## src/rtl/median_pkg.sv

```systemverilog
// median_pkg: shared FSM state type and latency helper for the streaming median engine.
package median_pkg;
  typedef enum logic [1:0] {LOAD, SORT, OUT} med_state_t;
  function automatic int med_latency(int n);
    return n * (n + 1) / 2;
  endfunction
endpackage

```

## src/rtl/median_stream_if.sv

```systemverilog
// median_stream_if: sample-in and median-out valid/ready streams of the median engine.
interface median_stream_if #(parameter int WIDTH = 8);
  logic [WIDTH-1:0] in_data;
  logic             in_valid;
  logic             in_ready;
  logic [WIDTH-1:0] out_data;
  logic             out_valid;
  logic             out_ready;
  modport master (output in_data, in_valid, out_ready, input in_ready, out_data, out_valid);
  modport slave  (input in_data, in_valid, out_ready, output in_ready, out_data, out_valid);
endinterface

```

## src/rtl/med_minmax.sv

```systemverilog
// med_minmax: combinational compare element; signed when MEDIAN_SIGNED_EN is defined, ties keep B as max.
module med_minmax #(parameter int WIDTH = 8) (
  input  logic [WIDTH-1:0] A,
  input  logic [WIDTH-1:0] B,
  output logic [WIDTH-1:0] MAX,
  output logic [WIDTH-1:0] MIN
);
  logic gt;
`ifdef MEDIAN_SIGNED_EN
  assign gt = $signed(A) > $signed(B);
`else
  assign gt = A > B;
`endif
  assign MAX = gt ? A : B;
  assign MIN = gt ? B : A;
endmodule

```

## src/rtl/median_stream.sv

```systemverilog
// median_stream: windowed streaming median via repeated max-extraction passes; MEDIAN_SIGNED_EN selects signed data.
module median_stream
  import median_pkg::*;
#(
  parameter int WIDTH = 8,
  parameter int NUM   = 9
) (
  input logic           CLK,
  input logic           RST,
  median_stream_if.slave s
);
  localparam int CW = $clog2(NUM + 1);
  localparam int P  = (NUM + 1) / 2;
`ifdef MEDIAN_SIGNED_EN
  localparam logic [WIDTH-1:0] LOW = {1'b1, {(WIDTH-1){1'b0}}};
`else
  localparam logic [WIDTH-1:0] LOW = '0;
`endif
  if (NUM < 3 || NUM > 63 || NUM % 2 == 0) begin : g_bad_num
    $error("median_stream: NUM must be odd in 3..63");
  end
  med_state_t       state;
  logic [WIDTH-1:0] w [NUM];
  logic [WIDTH-1:0] ext, mx, mn, od;
  logic [CW-1:0]    cnt, pass;
  logic             ov, last, shift;
  assign last  = cnt == CW'(NUM - 1);
  assign shift = (state == LOAD && s.in_valid) || state == SORT;
  // Each pass starts from the lowest value, so the slot freed by the pass max is refilled with a value below every sample.
  med_minmax #(.WIDTH(WIDTH)) u_mm (
    .A(w[NUM-1]), .B(cnt == '0 ? LOW : ext), .MAX(mx), .MIN(mn)
  );
  assign s.in_ready  = state == LOAD;
  assign s.out_data  = od;
  assign s.out_valid = ov;
  always_ff @(posedge CLK) begin
    if (RST) begin
      state <= LOAD;
      cnt   <= '0;
      pass  <= '0;
      ext   <= '0;
      od    <= '0;
      ov    <= 1'b0;
      for (int i = 0; i < NUM; i++) w[i] <= '0;
    end else begin
      if (shift) begin
        w[0] <= state == LOAD ? s.in_data : mn;
        for (int i = 1; i < NUM; i++) w[i] <= w[i-1];
        cnt <= last ? '0 : cnt + 1'b1;
      end
      case (state)
        LOAD: if (s.in_valid && last) begin
          state <= SORT;
          pass  <= '0;
        end
        SORT: begin
          ext <= mx;
          if (last) begin
            pass <= pass + 1'b1;
            if (pass == CW'(P - 1)) begin
              od    <= mx;
              ov    <= 1'b1;
              state <= OUT;
            end
          end
        end
        OUT: if (s.out_ready) begin
          ov    <= 1'b0;
          state <= LOAD;
        end
        default: state <= LOAD;
      endcase
    end
  end
endmodule

```

## src/flat_wrapper.sv

```systemverilog
// flat-port wrapper written by rule: the top's interface ports become plain ports
module median_stream_flat import median_pkg::*;
#(
  parameter int WIDTH = 8,
  parameter int NUM   = 9
)
  (CLK, RST, s_in_data, s_in_valid, s_out_ready, s_in_ready, s_out_data, s_out_valid);
  median_stream_if #(.WIDTH(WIDTH)) s_i ();
  input logic CLK;
  input logic RST;
  input wire logic [$bits(s_i.in_data)-1:0] s_in_data;
  input wire logic [$bits(s_i.in_valid)-1:0] s_in_valid;
  input wire logic [$bits(s_i.out_ready)-1:0] s_out_ready;
  output wire logic [$bits(s_i.in_ready)-1:0] s_in_ready;
  output wire logic [$bits(s_i.out_data)-1:0] s_out_data;
  output wire logic [$bits(s_i.out_valid)-1:0] s_out_valid;
  assign s_i.in_data = s_in_data;
  assign s_i.in_valid = s_in_valid;
  assign s_i.out_ready = s_out_ready;
  assign s_in_ready = s_i.in_ready;
  assign s_out_data = s_i.out_data;
  assign s_out_valid = s_i.out_valid;
  median_stream #(.WIDTH(WIDTH), .NUM(NUM)) u_core (.CLK(CLK), .RST(RST), .s(s_i));
endmodule
```

## config.mk

```make
export PLATFORM = sky130hd
export DESIGN_NAME = median_stream_flat
export DESIGN_NICKNAME = d
export VERILOG_FILES = /design/src/rtl/median_pkg.sv /design/src/rtl/median_stream_if.sv /design/src/rtl/med_minmax.sv /design/src/rtl/median_stream.sv /design/src/flat_wrapper.sv
export SDC_FILE = /design/constraint.sdc
export NUM_CORES = 1
export LEC_CHECK = 0
export BUFFER_PORTS_ARGS = -buffer_cell sky130_fd_sc_hd__buf_2
export CORE_ASPECT_RATIO = 1.25
export CORE_MARGIN = 2
export CORE_UTILIZATION = 55
export DETAILED_ROUTE_END_ITERATION = 10
export GPL_TIMING_DRIVEN = 0
export PLACE_DENSITY = 0.73
export SYNTH_ARGS = -nofsm -noshare
export SYNTH_HDL_FRONTEND = slang
export SYNTH_SLANG_ARGS = --single-unit
```

## constraint.sdc

```tcl
create_clock -name CLK -period 5.08 [get_ports CLK]
set_input_delay 1.524 -clock CLK [delete_from_list [all_inputs] [get_ports CLK]]
set_output_delay 1.524 -clock CLK [all_outputs]
set_load 0.02 [all_outputs]
```

== Yosys cells after proc, flatten, opt, wreduce, memory -nomap -nowiden ==
Memories as Yosys holds them, arrays and structs flattened.
Cells that the tools add are included.

* Flip-flop bits (word level): 27
* Bits in writable memories: 72
* Bits of input ports: 12
* Output and inout bits: 10
* Word-level logic and storage cells: 69
* Memories: 1

* $add $sub $neg: 2
* Order comparisons: 1
* Eq/ne operators: 8
* Multiplexer cells: 31
* Bitwise operators: 9
* Reduce and logical (&&, ||, !) cells: 11

{| class="wikitable"
|+ Memory list
! memory !! depth !! width !! rd ports !! clocked after Yosys merged registers in !! write ports !! line !! source
|-
| u_core.w || 9 || 8 || 9 || 0 || 9 || median_stream.sv:23 || <nowiki>logic [WIDTH-1:0] w [NUM];</nowiki>
|}

{| class="wikitable"
|+ Operators by type and width
! operator !! count
|-
| $mux 8 || 13
|-
| $mux 4 || 3
|-
| $or 1x1->1 || 9
|-
| $add 4x1->4 const B || 2
|-
| $gt 8x8->1 || 1
|-
| $mux 1 || 8
|-
| $mux 2 || 4
|-
| $pmux 4 s2 || 1
|-
| $reduce_and 4->1 || 2
|-
| $pmux 2 s3 || 1
|-
| $reduce_and 3->1 || 2
|-
| $eq 4x3->1 const B || 1
|-
| $eq 4x4->1 const B || 1
|-
| $logic_not 4->1 || 1
|-
| $ne 2x1->1 const B || 2
|-
| $ne 2x2->1 const B || 2
|-
| $reduce_bool 2->1 || 2
|-
| $eq 2x1->1 const B || 1
|-
| $eq 2x2->1 const B || 1
|-
| $logic_and 1x1->1 || 2
|-
| $logic_not 2->1 || 1
|-
| $pmux 1 s2 || 1
|-
| $logic_or 1x1->1 || 1
|}

== Logic depth before layout (Yosys ltp) ==
Gate-level depths: netlist of the first run.

* Depth in word-level cells: 7
* Mapped depth: 12

== By module ==
A second synthesis of the first run with hierarchy kept.

* Cell total of the unflattened synthesis: 364
* Area, all modules: 4484.3 sq um

{| class="wikitable"
|+ Modules (own cells, without submodules)
! module !! times used !! cells each !! area an instance (sq um)
|-
| median_stream || 1 || 320 || 4007.6
|-
| med_minmax || 1 || 44 || 476.7
|}

== Worst setup path before layout of the first run ==
Ideal clock, no wire load.

* Path type: input to register
* Start: input RST
* End: memory u_core.w[0][0] (enable)
* Setup time: 442 ps
* Arrival time: 3600 ps
* Slack: 1038 ps
* Stages: 2
* Cells stage by stage: clkbuf_1 nand2b_1

{| class="wikitable"
|+ RTL lines
! what !! line !! source
|-
| from (decl) || flat_wrapper.sv:10 || <nowiki>input logic RST;</nowiki>
|-
| to (decl) || median_stream.sv:23 ||
|}

==> results of run 1 <==
final cells by class:
class                   count  share of cell area, %
inverters                  17                   1.30
flip-flops and latches     99                   55.0
repair buffers             21                   2.14
clock buffers              10                   2.60
multi-input cells         231                   32.6
well taps                  95                   2.42
clock inverters             6                   1.45
plain buffers              21                   2.55
final timing paths:
check / end / from
worst max-delay path: u_core.w[0][5] / u_core.cnt[0]
worst min-delay path: u_core.ext[5] / u_core.ext[5]
worst max register to register: u_core.w[0][5] / u_core.cnt[0]
worst min register to register: u_core.ext[5] / u_core.ext[5]
kinds of logic after synthesis:
logic type,count (synthesis),share of synthesized area [%]
compound gates,79,12.5
xor+xnor,2,0.391
fa+ha+maj,12,3.35
buf+inv,38,4.21
flops,99,60.3
mux,1,0.223
simple gates,137,19.1
Yosys cell counts, drive strengths merged:
master / count
and2: 72
edfxtp: 72
o21ai: 29
dfxtp: 27
nor2: 20
nand3: 18
a31oi: 17
inv: 17
clkbuf: 13
ha: 12
a311oi: 10
a21oi: 9
nand2: 9
o211ai: 9
buf: 8
nand2b: 3
nor3: 3
nand4: 2
nor2b: 2
o21bai: 2
xnor2: 2
a211o: 1
a211oi: 1
a32oi: 1
and2b: 1
and3: 1
and3b: 1
mux2i: 1
nand4b: 1
or2: 1
or3: 1
or3b: 1
or4: 1
per-stage QoR:
step                      setup slack, ns  area, um^2  hold WS [ns]  total power, uW
after global routing                 1.81        4920         0.510             1610
after detailed placement             1.77        4720         0.467             1060
after global placement              0.189        4710         0.460             1060
after floorplan                      1.04        4490         0.451             1030
final                                2.00        4920         0.485             1550
after CTS                            2.00        4920         0.480             1570
cell usage in the layout, fill, tap and decap left out, types with 3 or more instances in the layout:
cell and n:
sky130_fd_sc_hd__o211ai_1 8, sky130_fd_sc_hd__edfxtp_1 72, sky130_fd_sc_hd__a31oi_1 17, sky130_fd_sc_hd__nor3_1 3, sky130_fd_sc_hd__inv_1 17, sky130_fd_sc_hd__a311oi_1 6, sky130_fd_sc_hd__clkbuf_1 13, sky130_fd_sc_hd__buf_2 24
sky130_fd_sc_hd__o21ai_0 22, sky130_fd_sc_hd__dfxtp_1 27, sky130_fd_sc_hd__ha_1 12, sky130_fd_sc_hd__a21oi_1 9, sky130_fd_sc_hd__a311oi_2 4, sky130_fd_sc_hd__nand2_1 9, sky130_fd_sc_hd__clkbuf_8 9, sky130_fd_sc_hd__nand3_1 16
sky130_fd_sc_hd__and2_1 72, sky130_fd_sc_hd__nor2_1 16, sky130_fd_sc_hd__o21ai_1 5
where the power goes:
| group | switching [uW] | internal (uW) | total [uW] |
|---|---|---|---|
| logic | 81.9 | 41.7 | 124 |
| clock network | 275 | 232 | 507 |
| registers | 15.9 | 906 | 922 |
| total | 372 | 1180 | 1550 |
critical path: cells and delay by family (launching register included):
kind | cells | cell delay [ns]
AND/OR/NAND/NOR | 4 | 1.13
AO/OA/AOI/OAI | 3 | 0.60
buffers and inverters | 3 | 0.41
adder cells (fa/ha/maj) | 2 | 0.40
flip-flops | 1 | 0.36
state kept, by name (all words and copies together), names as in the netlist:
name / flops
u_core.w: 72
u_core.ext: 8
u_core.s.out_data: 8
u_core.cnt: 4
u_core.pass: 4
u_core.state: 2
u_core.s.out_valid: 1
metal layers:
metal / routed length [um] / vias up / track usage (%)
li1: - / 1387 / -
met1: 3510 / 1398 / 25.5
met2: 4170 / 91 / 32.5
met3: 437 / 18 / 4.11
met4: 228 / 0 / 9.18
met5: 0 / - / 0
==> summary by stage, run 1 <==
Status
The flow ran to the end, and the final reports show no timing, DRC or antenna violations.

STA
Subtracting the final worst setup slack from the clock period gives 3.08 ns. On the final layout, the worst clock skew is 0.00997 ns. The max-slew violation count was 0. Setup repair after global routing left no endpoint under its margin. The final setup TNS is 0 ns. The transition time at the pin with the least slew margin is 0.922 ns.

The final hold violation count was 0. Measured against its own limit, the worst slew margin works out to 38.5%. Setup violations remaining at the end of the flow were counted as 0. The final critical path takes up 60.6% of the cycle.

The highest clock rate is 0.325 GHz.

Finish
The final design utilization is 62.7%. The post-route netlist has 17.3% of its cells at a drive strength greater than 1. The count of nets after finishing is 424.

The area growth from synthesis to layout is 9.60%. The area of the multi-input gates is 1600 um^2. The count of filler cells inserted in the layout is 624. The sequential cell area in the final layout is 2700 um^2. The final non-filler cell total is 500. The final antenna diode count is 0.

Logic synthesis
The total number of yosys warnings is 0. In the post-synthesis netlist, the biggest area contributors are sky130_fd_sc_hd__edfxtp_1, sky130_fd_sc_hd__dfxtp_1, sky130_fd_sc_hd__and2_1, sky130_fd_sc_hd__ha_1, sky130_fd_sc_hd__o21ai_0. The synthesized design devotes to its leading area cell type 48.2% of total area. The number of nets in the synthesized netlist is 392. Synthesis instantiated 50 different standard cells from the library.

After synthesis the cells add up to 4490 um^2. The synthesized area per cell is 12.2 um^2. Of all cell types, the one taking the most synthesized area is sky130_fd_sc_hd__edfxtp_1.

The synthesized instance count is 368. The share of the Yosys chip area taken by registers is 60.3%. The flip-flop and latch count after synthesis is 99.

Worst setup path
The category of the worst setup path launch point is a flop. The slowest stage of the critical path is the sky130_fd_sc_hd__or3b_2 cell. The slack of the worst reg-to-reg path is 2.00 ns. Data arrives at the worst endpoint at 3.25 ns. On the worst path, the slowest cell contributes a delay of 0.58 ns. STA puts the critical path data required time at 5.25 ns.

In this run the worst path has a maximum fanout of 10. The critical path goes through inv_1, ha_1, or3b_2, and2_1, inv_1, ha_1, nand4_1, nor2_4, a211oi_4, buf_2, o21ai_0, a31oi_1. The startpoint-to-endpoint class of the critical path is flop to flop.

The type of destination of the critical path is a flop. The number of cells on the worst reg-to-reg path is 12.

Floorplan
Once the floorplan was initialized, standard cells occupied 57.2% of the core. The core footprint is 7840 um^2. The row count is 36. In this run the vertical extent of the chip is 105 um. The overall die area is 8900 um^2.

The top-level port count is 22. The width of the chip is 84.8 um.

Global route
Global routing consumed, over all layers together, 20.0% of the routing resources. The global-route wire length before repair is 13700 um. The number of antenna violations at the first check in global routing came to 0.

The overall overflow remaining after global route is 0. Entering global routing, the biggest net connects 73 pins. The number of global-route vias before repair came to 2786.

CTS
Counting along the longest clock path gives a buffer depth of 2. The number of gates given a new drive strength after cts is 0. The number of levels in the clock H-tree is 3. Counting the buffers created by CTS gives 9.

The clock net in this run drives a total of 99 sinks. After clock tree synthesis, the clock-pin slew on the worst setup and hold paths is 0.09 ns. Clock tree synthesis selected as its root buffer the cell sky130_fd_sc_hd__clkbuf_8. The cts-stage hold buffer count is 0. For the worst-skew pair, the clock arrives at the later sink with an insertion delay of 0.36 ns. The CTS tree is yes. In this run the post-CTS setup repair buffer count came out at 0.

Hold path
The count of cells along the worst hold path is 2. The min-delay analysis places its worst path in the category flop to flop.

Routing
In this run the remaining antenna-violating nets after routing total 0. In the routed design, unresolved DRC markers number 0. The number of iterations in the first detailed-routing pass is 4. The routed layout has 2894 vias. The number of DRC markers after the initial detailed-route iteration is 238. In the final routed layout, each cell accounts on average for 16.7 um. For this block, the routed nets add up to 8340 um of wire. The via density per instance is 5.79.

Place
The wire-length estimate of the detail-placed layout is 5690 um. The port buffer count is 21. Once placement completed, the tool counted placed cells totaling 484. The final RePlAce weighted congestion is 0.847.

Pwr
The highest ir drop seen on vdd is 0.188 mV. The total power per unit cell area is 316 nW/um^2. The leakage power summed over all cells is 0.00180 uW.

Run
The tool flagged a number of max-cap violations equal to 0.
No activity file was read; power rests on OpenSTA's default activity.
==> run 2: changes to the inputs <==
--- a/config.mk
+++ b/config.mk
@@ -11,7 +11,7 @@
 export CORE_UTILIZATION = 55
 export DETAILED_ROUTE_END_ITERATION = 10
 export GPL_TIMING_DRIVEN = 0
-export PLACE_DENSITY = 0.73
+export PLACE_DENSITY = 0.76
 export SYNTH_ARGS = -nofsm -noshare
 export SYNTH_HDL_FRONTEND = slang
 export SYNTH_SLANG_ARGS = --single-unit
==> constraint.sdc (replaced) <==
create_clock -name CLK -period 2.8 [get_ports CLK]
set_input_delay 0.84 -clock CLK [delete_from_list [all_inputs] [get_ports CLK]]
set_output_delay 0.84 -clock CLK [all_outputs]
set_load 0.02 [all_outputs]
==> run 2 against run 1 <==
  * The run now ends with setup timing left
  * Flip-flop and latch count unchanged
  * Power up 89%
  * Clock power up 89%
  * Critical path type unchanged
  * Highest routed layer unchanged
==> summary by stage, run 2 (same netlist as run 1, synthesis figures left out) <==
Place
The final RePlAce weighted congestion came to 0.839 (-0.99%). The placed instance count came to 484 (unchanged). The port buffer count came to 21 (unchanged). The pre-CTS setup slack came to -0.127 ns (-1.89 ns).

The half-perimeter wire length of the detailed placement result is 5600 um (-1.6%).

Finish
The flip-flop count of the largest register after layout is 72 (unchanged). The final design utilization is 66.2% (+3.5 points). The final antenna diode count was 0 (unchanged). The count of nets after finishing is 437 (+3.1%). The share of post-route cells with drive strength above 1 was 25.6% (+8.3 points). Ranked by flip-flop count, first place goes to u_core.w.

The final non-filler cell total was 513 (+2.6%). The library cell used most frequently in the layout, excluding fill and tap cells, is sky130_fd_sc_hd__edfxtp_1. From synthesis to final layout, the design area changed by 15.6%. In the layout the commonest cells are sky130_fd_sc_hd__edfxtp_1, sky130_fd_sc_hd__and2_1, sky130_fd_sc_hd__dfxtp_1, sky130_fd_sc_hd__buf_2.

STA
The worst relative slew slack is 39.3% (+0.82 points). The post-layout minimum cycle time is 2.83 ns (-0.246 ns). The final setup TNS is -0.0318 ns (-0.0318 ns).

The transition time at the pin with the least slew margin is 0.910 ns (-0.0122 ns). The clock tree skew after final layout is 0.0106 ns (+0.000650 ns). The number of setup violations in the final report is 1 (+1). The final hold violation count was 0 (unchanged).

The highest clock rate came to 0.353 GHz (+8.7%). The post-route fraction of the period consumed by the critical path is 101% (+41 points). The post-route worst setup slack is -0.0318 ns (-2.03 ns). The max-slew violation count is 0 (unchanged).

Floorplan
The width of the chip is 84.8 um (unchanged). The top-level port count is 22 (unchanged). The overall die area came to 8900 um^2 (unchanged). The row count was 36 (unchanged). The floorplan die height is 105 um (unchanged). The core footprint came to 7840 um^2 (unchanged). The initial standard-cell utilization of the core is 57.2% (unchanged).

Worst setup path
The category of the worst setup path launch point is a flop. The worst setup path is captured at a flop. Walking the worst path, the cells encountered are inv_1, ha_2, or3b_4, and2_4, inv_1, ha_1, nand4_4, nor2_4, a211oi_4, buf_4, buf_6, o21ai_1, a31oi_1. The critical path arrival came to 3.02 ns (-0.23 ns). Broken down by cell family, the worst path's largest delay share belongs to simple AND/OR/NAND/NOR gates.

The critical path's largest stage delay is 0.45 ns (-0.13 ns). The most repeated library cell on the critical path is sky130_fd_sc_hd__inv_1. The critical path required time came to 2.99 ns (-2.26 ns). The maximum fanout along the worst path is 8 (-2). The startpoint-to-endpoint class of the critical path is flop to flop. The sum of buffers and inverters on the critical path is 4 (+1). The critical path's slowest cell is sky130_fd_sc_hd__or3b_4.

Run
The number of max-capacitance violations reported is 0 (unchanged).

CTS
The clock root buffer is sky130_fd_sc_hd__clkbuf_8. The clock network latency to the later pin of the worst-skew pair is 0.37 ns (about the same). The number of clock sinks seen by CTS is 99 (unchanged). The cts-stage hold buffer count is 0 (unchanged).

The CTS clock-pin slew for the worst setup and hold paths is 0.10 ns (about the same). The number of levels in the clock H-tree was 3 (unchanged). The buffer depth of the longest clock path is 2 (unchanged). The number of buffers added by the clock tree synthesis step is 9 (unchanged). TritonCTS built the clock tree.

Global route
The number of antenna violations at the first check in global routing is 0 (unchanged). The number of global-route vias before repair is 2680 (-3.8%). The overall overflow remaining after global route is 0 (unchanged). The maximum number of pins on one net before global-route repair is 73 (unchanged).

The global-route wire length before repair is 13500 um (-1.8%). The total routing resource utilization after global routing is 19.7% (-0.23 points).

Routing
The number of iterations in the first detailed-routing pass is 5 (+1). The routed length on met2 was 4420 um (+6.1%). The total number of vias was 3010 (+4.0%).

The via density per instance is 5.87 (+1.4%). The wire length on met3 was 483 um (+11%). The number of DRC markers after the initial detailed-route iteration was 195 (-18%). The highest metal layer with signal wires is met4. The wire length per cell is 17.7 um (+5.8%). The number of nets still failing antenna checks after routing is 0 (unchanged).

The routed wire length is 9060 um (+8.6%). The post-route met1 wirelength is 3810 um (+8.5%). The remaining routing DRC violations is 0 (unchanged).

Pwr
The leakage power summed over all cells is 0.00191 uW (+6.1%). The highest ir drop seen on vdd is 0.404 mV (+110%). The total power per unit cell area was 564 nW/um^2 (+79%).

Status
The checks that failed: setup timing. The run finished, with violations left.

Hold path
The path class of the lowest-slack min-delay path is flop to flop.
==> run 2: cell types whose count changed in the layout (fill, tap and decap cells not counted), sizes merged <==
cell and delta:
buf +14, clkbuf -1, clkinv -1, clkinvlp -1, inv +2
==> run 2: routing by layer <==
| layer | up-vias | track usage [%] |
|---|---|---|
| met5 | - | 0 |
| met2 | 109 | 31.2 |
| met3 | 27 | 3.55 |
| li1 | 1418 | - |
| met1 | 1456 | 26.5 |
| met4 | 0 | 9.07 |
==> run 2: layout make-up <==
cell class,count,area (um^2)
Buffer,21,138
Clock buffer,10,128
Clock inverter,6,77.6
Fill cell,567,2650
Inverter,17,63.8
Multi-Input combinational cell,231,1740
Sequential cell,99,2710
Tap cell,95,119
Timing Repair Buffer,34,210
==> run 2: per-stage QoR <==
stage	hold WS [ns]	area, um^2	power [uW]
after detailed placement	0.466	4720	1930
after floorplan	0.451	4490	1860
after global placement	0.461	4710	1920
after global routing	0.505	5190	3020
after CTS	0.479	4950	2880
final	0.495	5190	2930
==> run 2: worst paths after layout <==
kind	start	slack, ns	cells after the start	to
setup / recovery	u_core.cnt[0]	-0.03	13	u_core.w[0][5]
hold / removal	u_core.ext[6]	0.50	2	u_core.ext[6]
hold reg to reg	u_core.ext[6]	0.50	2	u_core.ext[6]
setup reg to reg	u_core.cnt[0]	-0.03	13	u_core.w[0][5]
==> run 2: report_power, final <==
| group | switching [uW] | internal (uW) |
|---|---|---|
| Combinational | 174 | 121 |
| Sequential | 32.2 | 1640 |
| Clock | 524 | 433 |
==> run 2: timing repair <==
action,in CTS,in global routing
resized for setup,5,42
buffers inserted,2,9
cloned,0,2
setup endpoints to repair,21,21
pin swaps,3,17
==> run 2: worst register-to-register path: cells and delay by family (launching register included) <==
| kind | cells | cell delay, ns |
|---|---|---|
| AOI/OAI and AO/OA | 3 | 0.56 |
| adders and majority gates | 2 | 0.43 |
| buffers and inverters | 4 | 0.41 |
| DFF | 1 | 0.36 |
| and+or+nand+nor | 4 | 0.90 |
==> run 3: changes to the inputs <==
--- a/config.mk
+++ b/config.mk
@@ -12,6 +12,7 @@
 export DETAILED_ROUTE_END_ITERATION = 10
 export GPL_TIMING_DRIVEN = 0
 export PLACE_DENSITY = 0.76
+export SETUP_SLACK_MARGIN = 0.2
 export SYNTH_ARGS = -nofsm -noshare
 export SYNTH_HDL_FRONTEND = slang
 export SYNTH_SLANG_ARGS = --single-unit
==> constraint.sdc (replaced) <==
create_clock -name CLK -period 2.3 [get_ports CLK]
set_input_delay 0.69 -clock CLK [delete_from_list [all_inputs] [get_ports CLK]]
set_output_delay 0.69 -clock CLK [all_outputs]
set_load 0.02 [all_outputs]
==> run 3 against run 2 <==
  * The run still ends with setup timing left
  * Via count up 3.5%
  * Final cell count up 2.7%
  * Critical path depth unchanged
  * Register-to-register slack worse by 0.40 ns
  * Flip-flop and latch count unchanged
  * Cell area up 8.9%
  * Power up 30%
==> summary by stage, run 3 (same netlist as run 1, synthesis figures left out) <==
Routing
The remaining routing DRC violations was 0 (unchanged). The number of iterations in the first detailed-routing pass is 5 (unchanged). The total number of vias came to 3115 (+3.5%).

The via density per instance is 5.91 (+0.74%). The number of DRC markers after the initial detailed-route iteration is 203 (+4.1%). The routed wire length is 10200 um (+13%). The number of nets still failing antenna checks after routing is 0 (unchanged). The wire length per cell was 19.3 um (+9.5%).

Finish
The layout-stage area growth over the synthesis result is 26.0%. The share of post-route cells with drive strength above 1 is 38.7% (+13 points). The final design utilization is 72.1% (+5.9 points). The flip-flop count of the largest register after layout is 72 (unchanged). Leaving out fill and tap cells, the most frequent cell in the layout is sky130_fd_sc_hd__edfxtp_1. The final antenna diode count is 0 (unchanged). The count of nets after finishing was 451 (+3.2%). The final non-filler cell total is 527 (+2.7%). Leaving out fill and tap cells, the most frequent cells in the layout are sky130_fd_sc_hd__edfxtp_1, sky130_fd_sc_hd__and2_1, sky130_fd_sc_hd__dfxtp_1, sky130_fd_sc_hd__buf_2, sky130_fd_sc_hd__buf_4.

The largest register by flop count is u_core.w.

STA
The highest clock rate is 0.366 GHz (+3.6%). Setup repair after global routing could not meet its margin everywhere. The transition time at the pin with the least slew margin is 0.918 ns (+0.00768 ns).

The clock tree skew after final layout came to 0.0131 ns (+0.00244 ns). The post-route fraction of the period consumed by the critical path is 119% (+18 points). The post-route worst setup slack is -0.433 ns (-0.401 ns). The worst relative slew slack is 38.8% (-0.51 points). The post-layout minimum cycle time is 2.73 ns (-0.0986 ns). The final hold violation count came to 0 (unchanged). The final setup TNS is -7.86 ns (-7.83 ns). The number of setup violations in the final report is 24 (+23). The max-slew violation count is 0 (unchanged).

Hold path
The tightest min-delay check is of the flop to flop type.

CTS
The clock root buffer is sky130_fd_sc_hd__clkbuf_8. The number of levels in the clock H-tree is 3 (unchanged). The number of clock sinks seen by CTS is 99 (unchanged). The cts-stage hold buffer count is 0 (unchanged).

The number of buffers added by the clock tree synthesis step came to 9 (unchanged). TritonCTS built the clock tree. The CTS clock-pin slew for the worst setup and hold paths is 0.10 ns (about the same).

The clock network latency to the later pin of the worst-skew pair is 0.37 ns (about the same). The buffer depth of the longest clock path is 2 (unchanged).

Floorplan
The overall die area is 8900 um^2 (unchanged). The core footprint is 7840 um^2 (unchanged). The width of the chip was 84.8 um (unchanged). The floorplan die height is 105 um (unchanged). The initial standard-cell utilization of the core is 57.2% (unchanged). The row count came to 36 (unchanged). The top-level port count is 22 (unchanged).

Place
The half-perimeter wire length of the detailed placement result was 5780 um (+3.1%). The final RePlAce weighted congestion is 0.863 (+2.9%). The port buffer count came to 21 (unchanged).

The placed instance count is 484 (unchanged). The pre-CTS setup slack is -0.418 ns (-0.292 ns).

Pwr
The total power per unit cell area is 674 nW/um^2 (+19%). The highest ir drop seen on vdd is 0.502 mV (+24%). The leakage power summed over all cells is 0.00206 uW (+8.1%).

Worst setup path
The critical path arrival is 2.99 ns (-0.03 ns). The critical path required time is 2.56 ns (-0.43 ns). The critical path in this run is classified as flop to flop. STA classifies the critical path startpoint as a flop.

STA classifies the critical path endpoint as a flop. The maximum fanout along the worst path is 8 (unchanged).

Global route
The number of antenna violations at the first check in global routing is 0 (unchanged). The overall overflow remaining after global route is 0 (unchanged). The number of global-route vias before repair is 3117 (+16%). The total routing resource utilization after global routing is 23.0% (+3.3 points).

The global-route wire length before repair came to 15900 um (+18%). The maximum number of pins on one net before global-route repair is 73 (unchanged).

Status
The final reports fail on setup timing. The run finished, with violations left.

Run
The number of max-capacitance violations reported is 0 (unchanged).
-- run 3: cell count changes in the layout (fill, tap and decap cells not counted), sizes merged --
cell      delta
clkbuf       +1
inv          -1
bufinv       +1
clkinvlp     -1
clkinv       +2
buf         +12
-- run 3: per-stage QoR --
step | hold slack [ns] | instance area (um^2) | power [uW]
final | 0.497 | 5650 | 3810
after global routing | 0.515 | 5650 | 3930
after CTS | 0.495 | 5510 | 3780
after detailed placement | 0.480 | 4910 | 2400
after global placement | 0.463 | 4910 | 2390
after floorplan | 0.455 | 4690 | 2310
-- run 3: power by group --
part | total (uW) | switching (uW) | leakage, uW | internal (uW)
sequential | 2040 | 43.5 | 0.00102 | 2000
combinational | 471 | 270 | 0.000925 | 201
clock | 1300 | 655 | 0.000121 | 643
-- run 3: metal layers --
layer,part of all wire [%],track usage (%),vias to the layer above
li1,-,-,1447
met2,50,36.9,127
met1,42,29.3,1499
met5,0,0,-
met4,4.4,12.6,0
met3,4.1,4.19,42
-- run 3: worst max-delay path, stage by stage (launching register included) --
cell                       delay (ns)
sky130_fd_sc_hd__dfxtp_2         0.34
sky130_fd_sc_hd__inv_2           0.06
sky130_fd_sc_hd__ha_4            0.12
sky130_fd_sc_hd__or3b_4          0.45
sky130_fd_sc_hd__and2_4          0.20
sky130_fd_sc_hd__inv_2           0.06
sky130_fd_sc_hd__ha_4            0.14
sky130_fd_sc_hd__nand4_4         0.15
sky130_fd_sc_hd__buf_6           0.16
sky130_fd_sc_hd__a211oi_4        0.29
sky130_fd_sc_hd__buf_6           0.18
sky130_fd_sc_hd__buf_6           0.11
sky130_fd_sc_hd__o211ai_1        0.09
sky130_fd_sc_hd__a31oi_1         0.27
-- run 3: area by class of cell --
class | count | area [um^2]
clock inverter | 7 | 116
buffer | 21 | 176
sequential | 99 | 2710
clock buffer | 9 | 124
fill | 515 | 2190
multi-input combinational | 231 | 1990
inverter | 17 | 68.8
timing repair buffer | 48 | 343
tap | 95 | 119
-- run 3: final timing paths --
check	from	to	slack [ns]	depth (start not counted)
min	u_core.ext[2]	u_core.ext[2]	0.50	2
min reg2reg	u_core.ext[2]	u_core.ext[2]	0.50	2
max	u_core.cnt[0]	u_core.ext[4]	-0.43	13
max reg2reg	u_core.cnt[0]	u_core.ext[4]	-0.43	13
-- run 3: repair_timing --
item,CTS,global route
setup endpoints to repair,25,97
pin swaps,36,16
resized for setup,51,21
buffers inserted,16,8
gates cloned,3,0
